## src/rtl/barrido_teclado_pkg.sv

```systemverilog
// Shared types and helpers for the keypad scanner: FSM states, matrix geometry
// and one-hot decoding of row/column vectors.
package teclado_pkg;

    typedef enum logic [1:0] {
        BARRIDO    = 2'd0,
        CONFIRMA   = 2'd1,
        PRESIONADA = 2'd2
    } estado_t;

    localparam int NUM_FILAS    = 4;
    localparam int NUM_COLUMNAS = 4;
    localparam int TECLA_W      = 4;
    localparam int IDX_W        = 2;

    function automatic logic [IDX_W-1:0] onehot_a_indice(input logic [3:0] v);
        logic [IDX_W-1:0] idx;
        idx = 2'd0;
        for (int i = 0; i < 4; i++) begin
            if (v[i]) begin
                idx = IDX_W'(i);
            end
        end
        return idx;
    endfunction

    function automatic logic es_fila_unica(input logic [3:0] v);
        return (v != 4'd0) && ((v & (v - 4'd1)) == 4'd0);
    endfunction

endpackage

```

## src/rtl/barrido_teclado_sincronizador.sv

```systemverilog
// sincronizador: two-flop synchronizer for a bus of independent asynchronous
// level signals (keypad rows). Each bit is synchronized on its own.
module sincronizador #(
    parameter int W = 4
) (
    input  logic         clk,
    input  logic         reset,
    input  logic [W-1:0] d_i,
    output logic [W-1:0] q_o
);

    logic [W-1:0] meta_q;
    logic [W-1:0] sync_q;

    // Two-stage capture of the asynchronous input.
    always_ff @(posedge clk) begin
        if (reset) begin
            meta_q <= '0;
            sync_q <= '0;
        end else begin
            meta_q <= d_i;
            sync_q <= meta_q;
        end
    end

    assign q_o = sync_q;

endmodule

```

## src/rtl/barrido_teclado.sv

```systemverilog
// barrido_teclado: 4x4 keypad scanner with debounce and a valid/ack handshake.
// Define TECLADO_REPETICION_EN to enable auto-repeat while a key stays held.
module barrido_teclado
    import teclado_pkg::*;
#(
    parameter int SCAN_DIV     = 1000,
    parameter int DEBOUNCE_CNT = 8
`ifdef TECLADO_REPETICION_EN
    ,
    parameter int REPEAT_TICKS = 250
`endif
) (
    input  logic                    clk,
    input  logic                    reset,
    input  logic [NUM_FILAS-1:0]    filas,
    output logic [NUM_COLUMNAS-1:0] columnas,
    output logic [TECLA_W-1:0]      tecla,
    output logic                    tecla_valida,
    input  logic                    tecla_leida
);

    localparam int DIV_W = $clog2(SCAN_DIV);
    localparam int CNT_W = $clog2(DEBOUNCE_CNT + 1);
    localparam logic [DIV_W-1:0] DIV_MAX = DIV_W'(SCAN_DIV - 1);
    localparam logic [CNT_W-1:0] DEB_MAX = CNT_W'(DEBOUNCE_CNT);

    logic [NUM_FILAS-1:0]    filas_s;
    logic [DIV_W-1:0]        div_q;
    logic [DIV_W-1:0]        div_d;
    logic                    tick_s;
    logic                    fila_unica_s;
    logic                    fila_misma_s;
    logic                    carga_ok_s;
    logic [NUM_COLUMNAS-1:0] rot_s;
    logic [TECLA_W-1:0]      codigo_s;

    estado_t                 estado_q;
    logic [NUM_COLUMNAS-1:0] columnas_q;
    logic [IDX_W-1:0]        fila_q;
    logic [CNT_W-1:0]        deb_q;
    logic [CNT_W-1:0]        rel_q;
    logic [TECLA_W-1:0]      tecla_q;
    logic                    valida_q;

`ifdef TECLADO_REPETICION_EN
    localparam int REP_W = $clog2(REPEAT_TICKS + 1);
    localparam logic [REP_W-1:0] REP_MAX = REP_W'(REPEAT_TICKS);
    logic [REP_W-1:0]        rep_q;
`endif

    sincronizador #(.W(NUM_FILAS)) u_sinc (
        .clk   (clk),
        .reset (reset),
        .d_i   (filas),
        .q_o   (filas_s)
    );

    assign tick_s       = (div_q == DIV_MAX);
    assign fila_unica_s = es_fila_unica(filas_s);
    assign fila_misma_s = fila_unica_s && filas_s[fila_q];
    assign rot_s        = {columnas_q[NUM_COLUMNAS-2:0], columnas_q[NUM_COLUMNAS-1]};
    assign codigo_s     = {fila_q, onehot_a_indice(columnas_q)};
    // An acknowledge on the same edge frees the slot, so the new code may load.
    assign carga_ok_s   = !valida_q || tecla_leida;

    // Scan-tick divider next value.
    always_comb begin
        div_d = div_q;
        if (tick_s) begin
            div_d = '0;
        end else begin
            div_d = div_q + DIV_W'(1);
        end
    end

    // Divider register.
    always_ff @(posedge clk) begin
        if (reset) begin
            div_q <= '0;
        end else begin
            div_q <= div_d;
        end
    end

    // Scan/debounce FSM with registered outputs; a later load overrides the ack clear.
    always_ff @(posedge clk) begin
        if (reset) begin
            estado_q   <= BARRIDO;
            columnas_q <= 4'b0001;
            fila_q     <= 2'd0;
            deb_q      <= '0;
            rel_q      <= '0;
            tecla_q    <= 4'd0;
            valida_q   <= 1'b0;
`ifdef TECLADO_REPETICION_EN
            rep_q      <= '0;
`endif
        end else begin
            if (tecla_leida) begin
                valida_q <= 1'b0;
            end
            if (tick_s) begin
                case (estado_q)
                    BARRIDO: begin
                        if (fila_unica_s) begin
                            fila_q   <= onehot_a_indice(filas_s);
                            deb_q    <= '0;
                            estado_q <= CONFIRMA;
                        end else begin
                            columnas_q <= rot_s;
                        end
                    end
                    CONFIRMA: begin
                        if (fila_misma_s) begin
                            if ((deb_q + CNT_W'(1)) == DEB_MAX) begin
                                estado_q <= PRESIONADA;
                                rel_q    <= '0;
`ifdef TECLADO_REPETICION_EN
                                rep_q    <= '0;
`endif
                                if (carga_ok_s) begin
                                    tecla_q  <= codigo_s;
                                    valida_q <= 1'b1;
                                end
                            end else begin
                                deb_q <= deb_q + CNT_W'(1);
                            end
                        end else begin
                            columnas_q <= rot_s;
                            estado_q   <= BARRIDO;
                        end
                    end
                    PRESIONADA: begin
                        if (filas_s == 4'd0) begin
                            if ((rel_q + CNT_W'(1)) == DEB_MAX) begin
                                rel_q      <= '0;
                                columnas_q <= rot_s;
                                estado_q   <= BARRIDO;
                            end else begin
                                rel_q <= rel_q + CNT_W'(1);
                            end
                        end else begin
                            rel_q <= '0;
                        end
`ifdef TECLADO_REPETICION_EN
                        if (filas_s[fila_q]) begin
                            if ((rep_q + REP_W'(1)) == REP_MAX) begin
                                rep_q <= '0;
                                if (carga_ok_s) begin
                                    tecla_q  <= codigo_s;
                                    valida_q <= 1'b1;
                                end
                            end else begin
                                rep_q <= rep_q + REP_W'(1);
                            end
                        end
`endif
                    end
                    default: begin
                        estado_q   <= BARRIDO;
                        columnas_q <= 4'b0001;
                    end
                endcase
            end
        end
    end

    assign columnas     = columnas_q;
    assign tecla        = tecla_q;
    assign tecla_valida = valida_q;

endmodule

```

## config.mk

```make
export PLATFORM = sky130hd
export DESIGN_NAME = barrido_teclado
export DESIGN_NICKNAME = d
export VERILOG_FILES = /design/src/rtl/barrido_teclado_pkg.sv /design/src/rtl/barrido_teclado_sincronizador.sv /design/src/rtl/barrido_teclado.sv
export SDC_FILE = /design/constraint.sdc
export NUM_CORES = 1
export LEC_CHECK = 0
export BUFFER_PORTS_ARGS = -buffer_cell sky130_fd_sc_hd__buf_2
export CAP_MARGIN = 25
export CORE_ASPECT_RATIO = 0.75
export CORE_MARGIN = 10
export CORE_UTILIZATION = 45
export DETAILED_ROUTE_END_ITERATION = 6
export PLACE_DENSITY = 0.69
export SLEW_MARGIN = 20
export SYNTH_ARGS = -nofsm -noshare
export SYNTH_HDL_FRONTEND = slang
export SYNTH_SLANG_ARGS = --single-unit
export TNS_END_PERCENT = 5
```

## constraint.sdc

```tcl
create_clock -name clk -period 2 [get_ports clk]
set_input_delay 0.1 -clock clk [delete_from_list [all_inputs] [get_ports clk]]
set_output_delay 0.1 -clock clk [all_outputs]
set_load 0.03 [all_outputs]
```

# Yosys cells after proc, flatten, opt, wreduce, memory -nomap -nowiden

Cells that the tools add are included.

Word-level logic and storage cells: 81
Bits in registers: 39
Output and inout port bits: 9
Input port bits: 7

$add $sub $neg: 4
Equal/unequal tests: 14
Reductions and logical operators: 17
Bitwise logic cells: 1
Magnitude comparators: 1
Multiplexer cells: 34

Operators with widths:

| cell                                                | number |
|---|---|
| two-way mux 4 bit                                   | 11 |
| AND reduction 5 bit                                 | 4 |
| two-way mux 2 bit                                   | 9 |
| inequality test 2 bit, second input constant        | 8 |
| case mux 4 bit (2 select lines)                     | 2 |
| case mux 4 bit (3 select lines)                     | 1 |
| adder 10 x 1 -> 10 bit, second input constant       | 1 |
| equality test 10 bit, second input constant         | 1 |
| two-way mux 1 bit                                   | 9 |
| adder 4 x 1 -> 4 bit, second input constant         | 2 |
| equality test 4 bit, second input constant          | 2 |
| logical NOT 4 bit                                   | 2 |
| case mux 2 bit (3 select lines)                     | 1 |
| bitwise AND 4 bit                                   | 1 |
| AND reduction 4 bit                                 | 1 |
| nonzero test 2 bit                                  | 2 |
| nonzero test 4 bit                                  | 1 |
| subtractor 4 x 1 -> 4 bit, second input constant    | 1 |
| < comparator 2 x 3 -> 1 bit, second input constant  | 1 |
| inequality test 3 bit, second input constant        | 1 |
| AND reduction 3 bit                                 | 1 |
| binary-select mux 1 bit (select 2 bit)              | 1 |
| equality test 2 x 1 -> 1 bit, second input constant | 1 |
| equality test 2 bit, second input constant          | 1 |
| 5 further kinds                                     | 6 |

# Longest topological paths before layout

Gate-level depths: netlist of the first run.

Depth after elaboration: 8
Mapped depth: 7
Gate-level depth less buffers: 7

# Hierarchy

From an unflattened synthesis of the first run, not the netlist that was laid out.

Cell total of the unflattened synthesis: 209
Area total of the unflattened synthesis: 1876.8 um2

Modules (own cells, without submodules):

| module          | sequential area each (um2) | instances | cells an instance | area each (um2) |
|---|---|---|---|---|
| barrido_teclado | 620.6                      | 1         | 193               | 1666.6 |
| sincronizador   | 160.2                      | 1         | 16                | 210.2 |

# Worst setup path before layout of the first run

No wires, ideal clock.

Path type: reg2reg
From: reg rel_q[0]
To: reg columnas_q[0] (netlist: columnas[0])
Period minus slack after synthesis: 1769 ps
Data required time: 1876 ps
Slack: 231 ps
Stages on the path, launching flop included: 8
Library setup time: 124 ps
Data arrival time: 1645 ps
Buffers on the path: 0
Cell sequence: dfxtp_1 -> ha_1 -> or2_2 -> o21ai_0 -> a31oi_1 -> o31ai_2 -> nand2_1 -> mux2i_1

Cells in the longest elaborated chain, start to end: 4

Ends and longest elaborated chain:

| element                                | line                   | source |
|---|---|---|
| from (decl)                            | barrido_teclado.sv:41  | `logic [CNT_W-1:0] rel_q;` |
| from (signal assigned)                 | barrido_teclado.sv:140 | `rel_q <= rel_q + CNT_W'(1);` |
| adder 4 x 1 -> 4 bit                   | barrido_teclado.sv:135 | `if ((rel_q + CNT_W'(1)) == DEB_MAX) begin` |
| equality test 4 bit                    | barrido_teclado.sv:135 |  |
| inequality test 2 bit (no source line) | -                      |  |
| AND reduction 5 bit (no source line)   | -                      |  |
| to (signal assigned)                   | barrido_teclado.sv:110 | `columnas_q <= rot_s;` |
| to (signal assigned)                   | barrido_teclado.sv:129 | `columnas_q <= rot_s;` |
| to (signal assigned)                   | barrido_teclado.sv:137 | `columnas_q <= rot_s;` |
| to (decl)                              | barrido_teclado.sv:38  | `logic [NUM_COLUMNAS-1:0] columnas_q;` |

Every way passes these cells.
A chain may end at the register's enable or synchronous reset.

# Worst setup path in the final report of the first run

From: reg div_q[0]
To: reg columnas_q[2] (netlist: columnas[2])

Cells in the longest elaborated chain, start to end: 2

Ends and longest elaborated chain:

| element                              | line                  | source |
|---|---|---|
| from (decl)                          | barrido_teclado.sv:28 | `logic [DIV_W-1:0] div_q;` |
| from (signal assigned)               | barrido_teclado.sv:81 | `div_q <= div_d;` |
| equality test 10 bit                 | barrido_teclado.sv:58 | `assign tick_s = (div_q == DIV_MAX);` |
| AND reduction 5 bit (no source line) | -                     |  |

Every way passes these cells.

==> run summary, run 1 <==
Status = complete, no violations
Number of CTS-inserted buffers = 5
Non-filler instance count after layout = 292
Worst path buffer plus inverter count = 1
DR iter-0 viols = 89
Final Hold Slack = 0.01717 ns
Site row count = 20
Sum Neg Setup Slack = 0 ns
Share of cells above drive strength 1 = 23.63%
Leakage power = 0.8870 nW
Critical path class = register to register
Max_slew headroom = 62.40%
Mean Syn Cell Area = 9.134 µm²
Final setup vio count = 0
Inserted Diodes = 0
CP max stage delay = 0.38 ns
Worst Reg-to-Reg Cells = 7
Ports = 16
Core area = 4104 µm²
CP delay by family, top = simple AND/OR/NAND/NOR gates
NumNets Final = 247
Via-per-instance ratio = 5.178
Final hold vios = 0
Register area share after synthesis = 40.13%
Syn Inst Count = 213
Most used DFF post-synth = dfxtp_1
Most common cell after layout, fill and taps aside = dfxtp_1
Wire per inst = 12.64 µm
Startpoint Class = register
# DRC = 0
GRT Overall Usage = 10.72%
Unrepaired setup endpoints after global routing = no
Reg-to-reg startpoint = div_q[0]$_SDFF_PP0_
Clock latency on the worst-skew pair = 0.29 ns
Htree depth = 2
Synth Cell Area = 1946 µm²
CP cell instances = ha_1 -> buf_4 -> and4bb_2 -> nand3_1 -> o31ai_2 -> nand2_2 -> mux2i_1
Ys async rst share = 0%
Tcrit/Tclk final = 91.54%
FMAX = 546.2 MHz
Vias = 1,512
Reg-to-reg slack, setup = 0.17 ns
Clock tree buffer depth = 2
Final Max Tran Viols = 0
Root Driver = clkbuf_8
Req. time, crit path = 2.19 ns
Crit path arrival time = 2.02 ns
Most frequent cells in the layout = dfxtp_1 (37), nor2_1 (22), nand2_1 (21), nor2b_1 (15), buf_2 (15)
CTS sink count = 39
Worst Setup SP = div_q[0]$_SDFF_PP0_
Mapped Nets = 224
Synth top area share = 40.13%
EDFF count, synth = 0
Peak VDD IR = 0.0004914 V
Critical Path End = columnas[2]$_SDFFE_PP0P_
R2R Path End = columnas[2]$_SDFFE_PP0P_
Final core occ = 54.60%
Number of synthesized register bits = 39
Final wirelength = 3692 µm
IO buf count = 15
Top post-synthesis cells by area = dfxtp_1 (40%), nor2b_1 (4.8%), mux2i_1 (4.6%)
CTS tree = yes
Worst hold path class = input pin to register
Initial core utilization = 47.41%
Met3 wire len = 184 µm
Max Cap Viol = 0
Final ANT Viol Nets = 0
DP Cell Count = 281
Dpl hpwl = 2617 µm
Initial antenna violation count = 0
GR Overflow Total = 0
Slowest-stage cell, CP = dfxtp_1
Min Tclk post-route = 1.831 ns
P per Cell Area = 683.0 nW/µm²
DIE AREA = 7381 µm²
DIE WIDTH = 95.93 µm
Clk_skew = 0.002292 ns
Worst-path clk slew = 0.08 ns
Synth cell types = 55
Worst-Margin Slew = 0.5597 ns
First-pass GRT wire length = 6444 µm
Critical path peak fanout = 4
Met2 Wirelength = 1474 µm
Vias in the first global route = 1,431
Crit. End Element = register
YS warnings = 0
Uppermost layer routed = met4
Die H = 76.95 µm
Post-synth top area cell = dfxtp_1
Wl on met1 = 1991 µm
1st-pass router iterations = 4
Largest net degree at the start of global routing = 27
CP Depth = 7
Synth-to-Final Area Change = 15.18%
Gp weighted congestion = 0.8058
==> worst reg2reg max path: stages, from the launching register on <==
cell,delay [ns]
dfxtp_1,0.38
ha_1,0.18
buf_4,0.13
and4bb_2,0.24
nand3_1,0.12
o31ai_2,0.36
nand2_2,0.16
mux2i_1,0.15
==> worst min-delay path by stage <==
| stage | startpoint | endpoint | cells after the start |
|---|---|---|---|
| 6_report | filas[3] | u_sinc.meta_q[3]$_SDFF_PP0_ | 2 |
| 5_1_grt | filas[3] | u_sinc.meta_q[3]$_SDFF_PP0_ | 2 |
| 4_1_cts | filas[3] | u_sinc.meta_q[3]$_SDFF_PP0_ | 2 |
| 3_5_place_dp | filas[1] | u_sinc.meta_q[1]$_SDFF_PP0_ | 2 |
| 3_3_place_gp | filas[1] | u_sinc.meta_q[1]$_SDFF_PP0_ | 2 |
| 2_1_floorplan | filas[0] | u_sinc.meta_q[0]$_SDFF_PP0_ | 1 |
==> registers in the layout, indices dropped and copies added, names as in the netlist <==
register,flops
rel_q,4
tecla,4
deb_q,4
fila_q,2
estado_q,2
u_sinc.meta_q,4
tecla_valida,1
u_sinc.q_o,4
div_q,10
columnas,4
==> Yosys cell counts, types with 2 or more instances <==
master / instances
dfxtp_1: 39
nand2_1: 22
nor2_1: 22
nor2b_1: 15
a21oi_1: 10
mux2i_1: 9
nand3_1: 8
nor3_1: 5
o21ai_0: 5
xnor2_1: 5
xor2_1: 5
clkbuf_1: 4
ha_1: 4
and2_1: 3
and3_1: 3
inv_1: 3
nand2b_1: 3
nand4_1: 3
nand4b_1: 3
nand3_2: 2
nand3b_1: 2
nor3_2: 2
nor3b_1: 2
o21ai_1: 2
or2_2: 2
==> per-layer routing <==
metal	vias to the layer above	global-route usage, %
li1	790	-
met1	696	15.01
met2	22	14.26
met3	4	4.377
met4	0	3.529
met5	-	0
==> layout make-up <==
type	instances	area, µm²
inverters	3	11.26
clock buffers	5	68.82
well taps	55	68.82
repair buffers	23	135.1
flip-flops and latches	39	783.3
multi-input cells	164	1130
clock inverters	3	43.79
fillers	376	1863
==> stage by stage <==
step | cell area [µm²] | total power, W | worst slack, ns
floorplan | 1946 | 0.0008710 | 0.2313
global placement | 2088 | 0.0008845 | 0.1457
global route | 2241 | 0.001587 | 0.001679
detailed placement | 2088 | 0.0008857 | 0.08477
finish | 2241 | 0.001531 | 0.1691
CTS | 2201 | 0.001547 | 0.05543
==> power by group <==
| group | internal (W) | switching [W] | total (W) |
|---|---|---|---|
| Sequential | 0.000788 | 0.0000142 | 0.000803 |
| Clock | 0.000371 | 0.000291 | 0.000663 |
| Combinational | 0.0000271 | 0.0000379 | 0.0000649 |
| Total | 0.00119 | 0.000344 | 0.00153 |
==> cell families after synthesis <==
| group | count (synthesis) | synth area share, % |
|---|---|---|
| compound gates | 28 | 10.48 |
| xor+xnor | 10 | 4.501 |
| fa+ha+maj | 4 | 2.572 |
| buf+inv | 10 | 2.572 |
| flops | 39 | 40.13 |
| mux | 9 | 4.630 |
| simple gates | 113 | 35.11 |
==> repair_timing <==
action / in CTS / in global routing
gates resized for setup: 0 / 5
hold buffers: 0 / 0
buffers inserted: 0 / 3
endpoints found under the setup margin: 0 / 8
Note: power is estimated with default switching activity, not from simulation.
==> run 2, diff against run 1 <==
--- a/config.mk
+++ b/config.mk
@@ -11,6 +11,7 @@
 export CORE_MARGIN = 10
 export CORE_UTILIZATION = 45
 export DETAILED_ROUTE_END_ITERATION = 6
+export HOLD_SLACK_MARGIN = 0.15
 export PLACE_DENSITY = 0.69
 export SLEW_MARGIN = 20
 export SYNTH_ARGS = -nofsm -noshare
==> run 2 against run 1 <==
  * Clock skew is essentially flat
  * Setup slack improved by 0.0010 ns
  * Highest routed layer unchanged
  * Die area unchanged
  * Sequential power about the same
  * Largest cell class unchanged
==> run summary, run 2 (synthesis results as in run 1) <==
Fill count = 371
Max FFs per register = 10
Htree depth = 2
Cell area after layout = 2291 µm²
Crit path arrival time = 2.00 ns
FMAX = 546.5 MHz
DR iter-0 viols = 82
First-pass GRT wire length = 6575 µm
Worst-path clk slew = 0.08 ns
Status = complete, no violations
Startpoint Class = register
Final hold vios = 0
1st-pass router iterations = 4
Final wirelength = 3753 µm
DIE AREA = 7381 µm²
Req. time, crit path = 2.17 ns
Wire per inst = 12.64 µm
Most common cell after layout, fill and taps aside = dfxtp_1
Largest net degree at the start of global routing = 27
Met3 usage = 4.377%
NumNets Final = 252
Final core occ = 55.82%
Register area = 783.3 µm²
Sum Neg Setup Slack = 0 ns
Met1 Track Usage GR = 15.22%
Core area = 4104 µm²
Leakage power = 0.9079 nW
Site row count = 20
Non-filler instance count after layout = 297
Min Tclk post-route = 1.830 ns
Ports = 16
DIE WIDTH = 95.93 µm
Unrepaired setup endpoints after global routing = no
Worst hold path class = input pin to register
Initial antenna violation count = 0
Peak VDD IR = 0.0004966 V
Crit. End Element = register
Most frequent cells in the layout = dfxtp_1 (37), nor2_1 (22), nand2_1 (21), nor2b_1 (15), buf_2 (15)
GR Overflow Total = 0
Final Max Tran Viols = 0
Dpl hpwl = 2617 µm
CTS tree = yes
Critical path class = register to register
Die H = 76.95 µm
Final ANT Viol Nets = 0
Clk_skew = 0.001851 ns
Grt met2 use = 14.73%
Final setup vio count = 0
Vias in the first global route = 1,451
Global-route layer with the greatest usage = met1
Dpl cell area = 2088 µm²
P per Cell Area = 671.7 nW/µm²
Number of CTS-inserted buffers = 5
Area occupied by multi-input gates = 1130 µm²
Clock latency on the worst-skew pair = 0.29 ns
DP Cell Count = 281
# DRC = 0
Vias = 1,534
Initial core utilization = 47.41%
Root Driver = clkbuf_8
Via-per-instance ratio = 5.165
Gp weighted congestion = 0.8058
Max_slew headroom = 62.40%
IO buf count = 15
Top reg by flops = div_q
Inserted Diodes = 0
Clock tree buffer depth = 2
Share of cells above drive strength 1 = 23.14%
Synth-to-Final Area Change = 17.75%
Power Total = 0.001539 W
Critical path peak fanout = 6
CTS sink count = 39
GRT Overall Usage = 10.93%
Max Cap Viol = 0
Tcrit/Tclk final = 91.49%
Worst-Margin Slew = 0.5597 ns
[run 2: changes by cell type in the layout (fill, tap and decap cells not counted)]
cell / delta
dlygate4sd3_1: +5
[run 2: layer usage]
| layer | part of all wire (%) | up-vias | wire length [µm] |
|---|---|---|---|
| li1 | - | 802 | - |
| met5 | 0 | - | 0 |
| met3 | 5.0 | 4 | 186 |
| met4 | 1.1 | 0 | 42 |
| met2 | 41 | 26 | 1520 |
| met1 | 53 | 702 | 2003 |
[run 2: what timing repair did]
action / in CTS / in global routing
hold endpoints to repair: 5 / 0
endpoints found under the setup margin: 0 / 8
setup buffers: 0 / 3
gates resized for setup: 0 / 5
hold buffers: 5 / 0
[run 2: final timing paths]
path	endpoint	from	cells after the start	slack [ns]
worst max register to register	tecla[1]$_SDFFE_PP0P_	u_sinc.q_o[2]$_SDFF_PP0_	6	0.17
worst min register to register	u_sinc.q_o[2]$_SDFF_PP0_	u_sinc.meta_q[2]$_SDFF_PP0_	1	0.44
worst min-delay path	div_q[2]$_SDFF_PP0_	reset	2	0.24
worst max-delay path	tecla[1]$_SDFFE_PP0P_	u_sinc.q_o[2]$_SDFF_PP0_	6	0.17
[run 2: area by class of cell]
type                       count  share of cell area [%]
clock buffer                   5                   3.004
clock inverter                 3                   1.912
inverter                       3                  0.4915
multi-input combinational    164                   49.32
sequential                    39                   34.19
tap                           55                   3.004
timing repair buffer          28                   8.083
[run 2: worst max-delay path, cell delays in order, from the launching register on]
cell      delay [ns]
dfxtp_1         0.39
nor2_2          0.23
nand4b_1        0.23
a31oi_4         0.33
nand4_2         0.23
nor3_1          0.25
nor3_2          0.05
[run 2: power by group]
part	switching, W	internal (W)
registers	0.0000142	0.000788
clock network	0.000292	0.000371
logic	0.0000393	0.0000334
total	0.000346	0.00119
[run 2: stage by stage]
| stage | hold WS, ns | setup WS (ns) |
|---|---|---|
| finish | 0.2388 | 0.1701 |
| global route | 0.2912 | 0.001934 |
| CTS | 0.2530 | 0.05543 |
| detailed placement | 0.3217 | 0.08477 |
| global placement | 0.3086 | 0.1457 |
| floorplan | 0.2282 | 0.2313 |
==> run 3, diff against run 2 <==
--- a/config.mk
+++ b/config.mk
@@ -5,6 +5,7 @@
 export SDC_FILE = /design/constraint.sdc
 export NUM_CORES = 1
 export LEC_CHECK = 0
+export ABC_AREA = 1
 export BUFFER_PORTS_ARGS = -buffer_cell sky130_fd_sc_hd__buf_2
 export CAP_MARGIN = 25
 export CORE_ASPECT_RATIO = 0.75
==> run 3 against run 2 <==
  * Fmax increased by 12%
  * Sequential share of layout area shrank 2.0 points
  * Wire length rose by 10%
  * Area after synthesis grew 7.3%
  * Clock power grew 19%
  * Final area is 6.0% higher
  * Via count rose by 15%
  * Synthesized cell count rose by 36%
  * Non-clock buffer count is 6 lower
  * Highest routed layer unchanged
==> run summary, run 3 <==
Syn Inst Count = 290
Peak VDD IR = 0.0004442 V
Most frequent cells in the layout = nand2_1 (56), nor2_1 (56), dfxtp_1 (39), inv_1 (38), buf_2 (15)
DIE AREA = 7794 µm²
Final hold vios = 0
Worst-Margin Slew = 0.4406 ns
Final Max Tran Viols = 0
CTS sink count = 39
Synth Cell Area = 2088 µm²
Clk_skew = 0.004717 ns
Vias in the first global route = 1,674
Final ANT Viol Nets = 0
Mux contribution to synthesized area = 0%
Most used DFF post-synth = dfxtp_1
Ys async rst share = 0%
EDFF count, synth = 0
Clock tree buffer depth = 2
Status = complete, no violations
GRT Overall Usage = 11.15%
Mean Syn Cell Area = 7.201 µm²
CP cell instances = ha_1 -> inv_1 -> nand2_1 -> nand2_1 -> nor2_2 -> nand3_2 -> nand2_2 -> nand2_2 -> nor3b_1 -> nor2_1
Top post-synthesis cells by area = dfxtp_1 (37%), nand2_1 (10%), nor2_1 (10%)
Leakage power = 1.103 nW
Number of synthesized register bits = 39
Wire per inst = 11.02 µm
Final wirelength = 4131 µm
Post-synth top area cell = dfxtp_1
Inserted Diodes = 0
Share of cells above drive strength 1 = 22.64%
NumNets Final = 328
Worst hold path class = input pin to register
Top post-synthesis cells by count = nand2_1 (56), nor2_1 (56), dfxtp_1 (39)
Mapped Nets = 301
Initial core utilization = 46.75%
Dpl hpwl = 3089 µm
Adder-cell share of the synthesized area = 2.397%
Die H = 79.00 µm
# DRC = 0
First-pass GRT wire length = 7458 µm
Min Tclk post-route = 1.640 ns
Cell area after layout = 2427 µm²
Ports = 16
Synth Area in XOR/XNOR = 0.8388%
Crit. End Element = register
Fill count = 447
Synth-to-Final Area Change = 16.24%
P per Cell Area = 696.5 nW/µm²
Simple-Gate Fraction of Synth Area = 40.02%
Vias = 1,763
Power Total = 0.001691 W
Max_slew headroom = 70.40%
Max FFs per register = 10
CP max stage delay = 0.43 ns
Max Cap Viol = 0
Unrepaired setup endpoints after global routing = no
Initial antenna violation count = 0
Largest net degree at the start of global routing = 17
Worst-path clk slew = 0.08 ns
Number of CTS-inserted buffers = 5
Hold Buf Count CTS = 5
Crit path arrival time = 1.83 ns
Req. time, crit path = 2.19 ns
Critical path peak fanout = 6
Gp weighted congestion = 0.8414
CP delay by family, top = simple AND/OR/NAND/NOR gates
Root Driver = clkbuf_8
Setup bufs post-CTS = 0
Slowest-stage cell, CP = dfxtp_1
Post-CTS Resized = 0
YS warnings = 0
Htree depth = 2
Largest family of logic cells by synthesized area = simple AND/OR/NAND/NOR gates
CTS tree = yes
Dpl cell area = 2241 µm²
Tcrit/Tclk final = 82.02%
Via-per-instance ratio = 4.701
1st-pass router iterations = 4
Register area share after synthesis = 37.39%
DR iter-0 viols = 92
Worst path buffer plus inverter count = 1
Post-synthesis compound-gate area fraction = 10.07%
Final Hold Slack = 0.1675 ns
Clock latency on the worst-skew pair = 0.30 ns
Startpoint Class = register
Core area = 4467 µm²
Sum Neg Setup Slack = 0 ns
Site row count = 21
Synth cell types = 31
FMAX = 609.6 MHz
IO buf count = 15
Top reg by flops = div_q
Critical path class = register to register
Synth top area share = 37.39%
DIE WIDTH = 98.66 µm
Final setup vio count = 0
GR Overflow Total = 0
-- run 3: changes by cell type after synthesis, sizes merged, moves of 5 or more --
cell   delta
nor2b    -15
xnor2     -5
nor2     +43
nand2    +46
inv      +43
mux2i     -9
-- run 3: kinds of logic (layout without fill, tap and decap cells) --
group                      count (synthesis)  after routing
AOI/OAI and AO/OA                         31             31
xor gates and xnor gates                   2              2
adders and majority gates                  4              4
buffers and inverters                     50             78
DFF                                       39             39
and+or+nand+nor                          164            164
-- run 3: final cells by class --
| cell class | instances | area, µm² | share of cell area [%] |
|---|---|---|---|
| inverters | 48 | 185.2 | 7.629 |
| multi-input cells | 201 | 1114 | 45.88 |
| flip-flops and latches | 39 | 780.7 | 32.16 |
| well taps | 57 | 71.32 | 2.938 |
| clock inverters | 3 | 67.56 | 2.784 |
| repair buffers | 22 | 140.1 | 5.773 |
| clock buffers | 5 | 68.82 | 2.835 |
-- run 3: where the power goes --
group          switching (W)  internal, W  leakage (nW)
clock               0.000295     0.000498        0.0644
sequential         0.0000101     0.000788         0.316
combinational      0.0000615    0.0000387         0.722
total               0.000366      0.00132          1.10
-- run 3: path summary, 6_finish.rpt --
path	from	to	slack (ns)	depth (start not counted)
hold reg to reg	u_sinc.meta_q[3]$_SDFF_PP0_	u_sinc.q_o[3]$_SDFF_PP0_	0.40	2
setup reg to reg	rel_q[0]$_SDFFE_PP0P_	columnas[1]$_SDFFE_PP0P_	0.36	10
setup / recovery	rel_q[0]$_SDFFE_PP0P_	columnas[1]$_SDFFE_PP0P_	0.36	10
hold / removal	reset	u_sinc.meta_q[0]$_SDFF_PP0_	0.17	2
-- run 3: metrics by stage --
| step | util, % | std cells | setup slack (ns) |
|---|---|---|---|
| floorplan | - | 290 | 0.5424 |
| global placement | 50.17 | 362 | 0.4324 |
| detailed placement | 50.17 | 362 | 0.4029 |
| CTS | 54.34 | 375 | 0.3925 |
| global route | 54.34 | 375 | 0.08752 |
| finish | 54.34 | 375 | 0.3596 |
-- run 3: layer usage --
| layer | global-route usage, % | vias to the layer above | routed length [µm] |
|---|---|---|---|
| li1 | - | 963 | - |
| met5 | 0 | - | 0 |
| met2 | 16.86 | 22 | 1625 |
| met1 | 14.51 | 771 | 2239 |
| met4 | 3.429 | 0 | 59 |
| met3 | 3.979 | 7 | 206 |
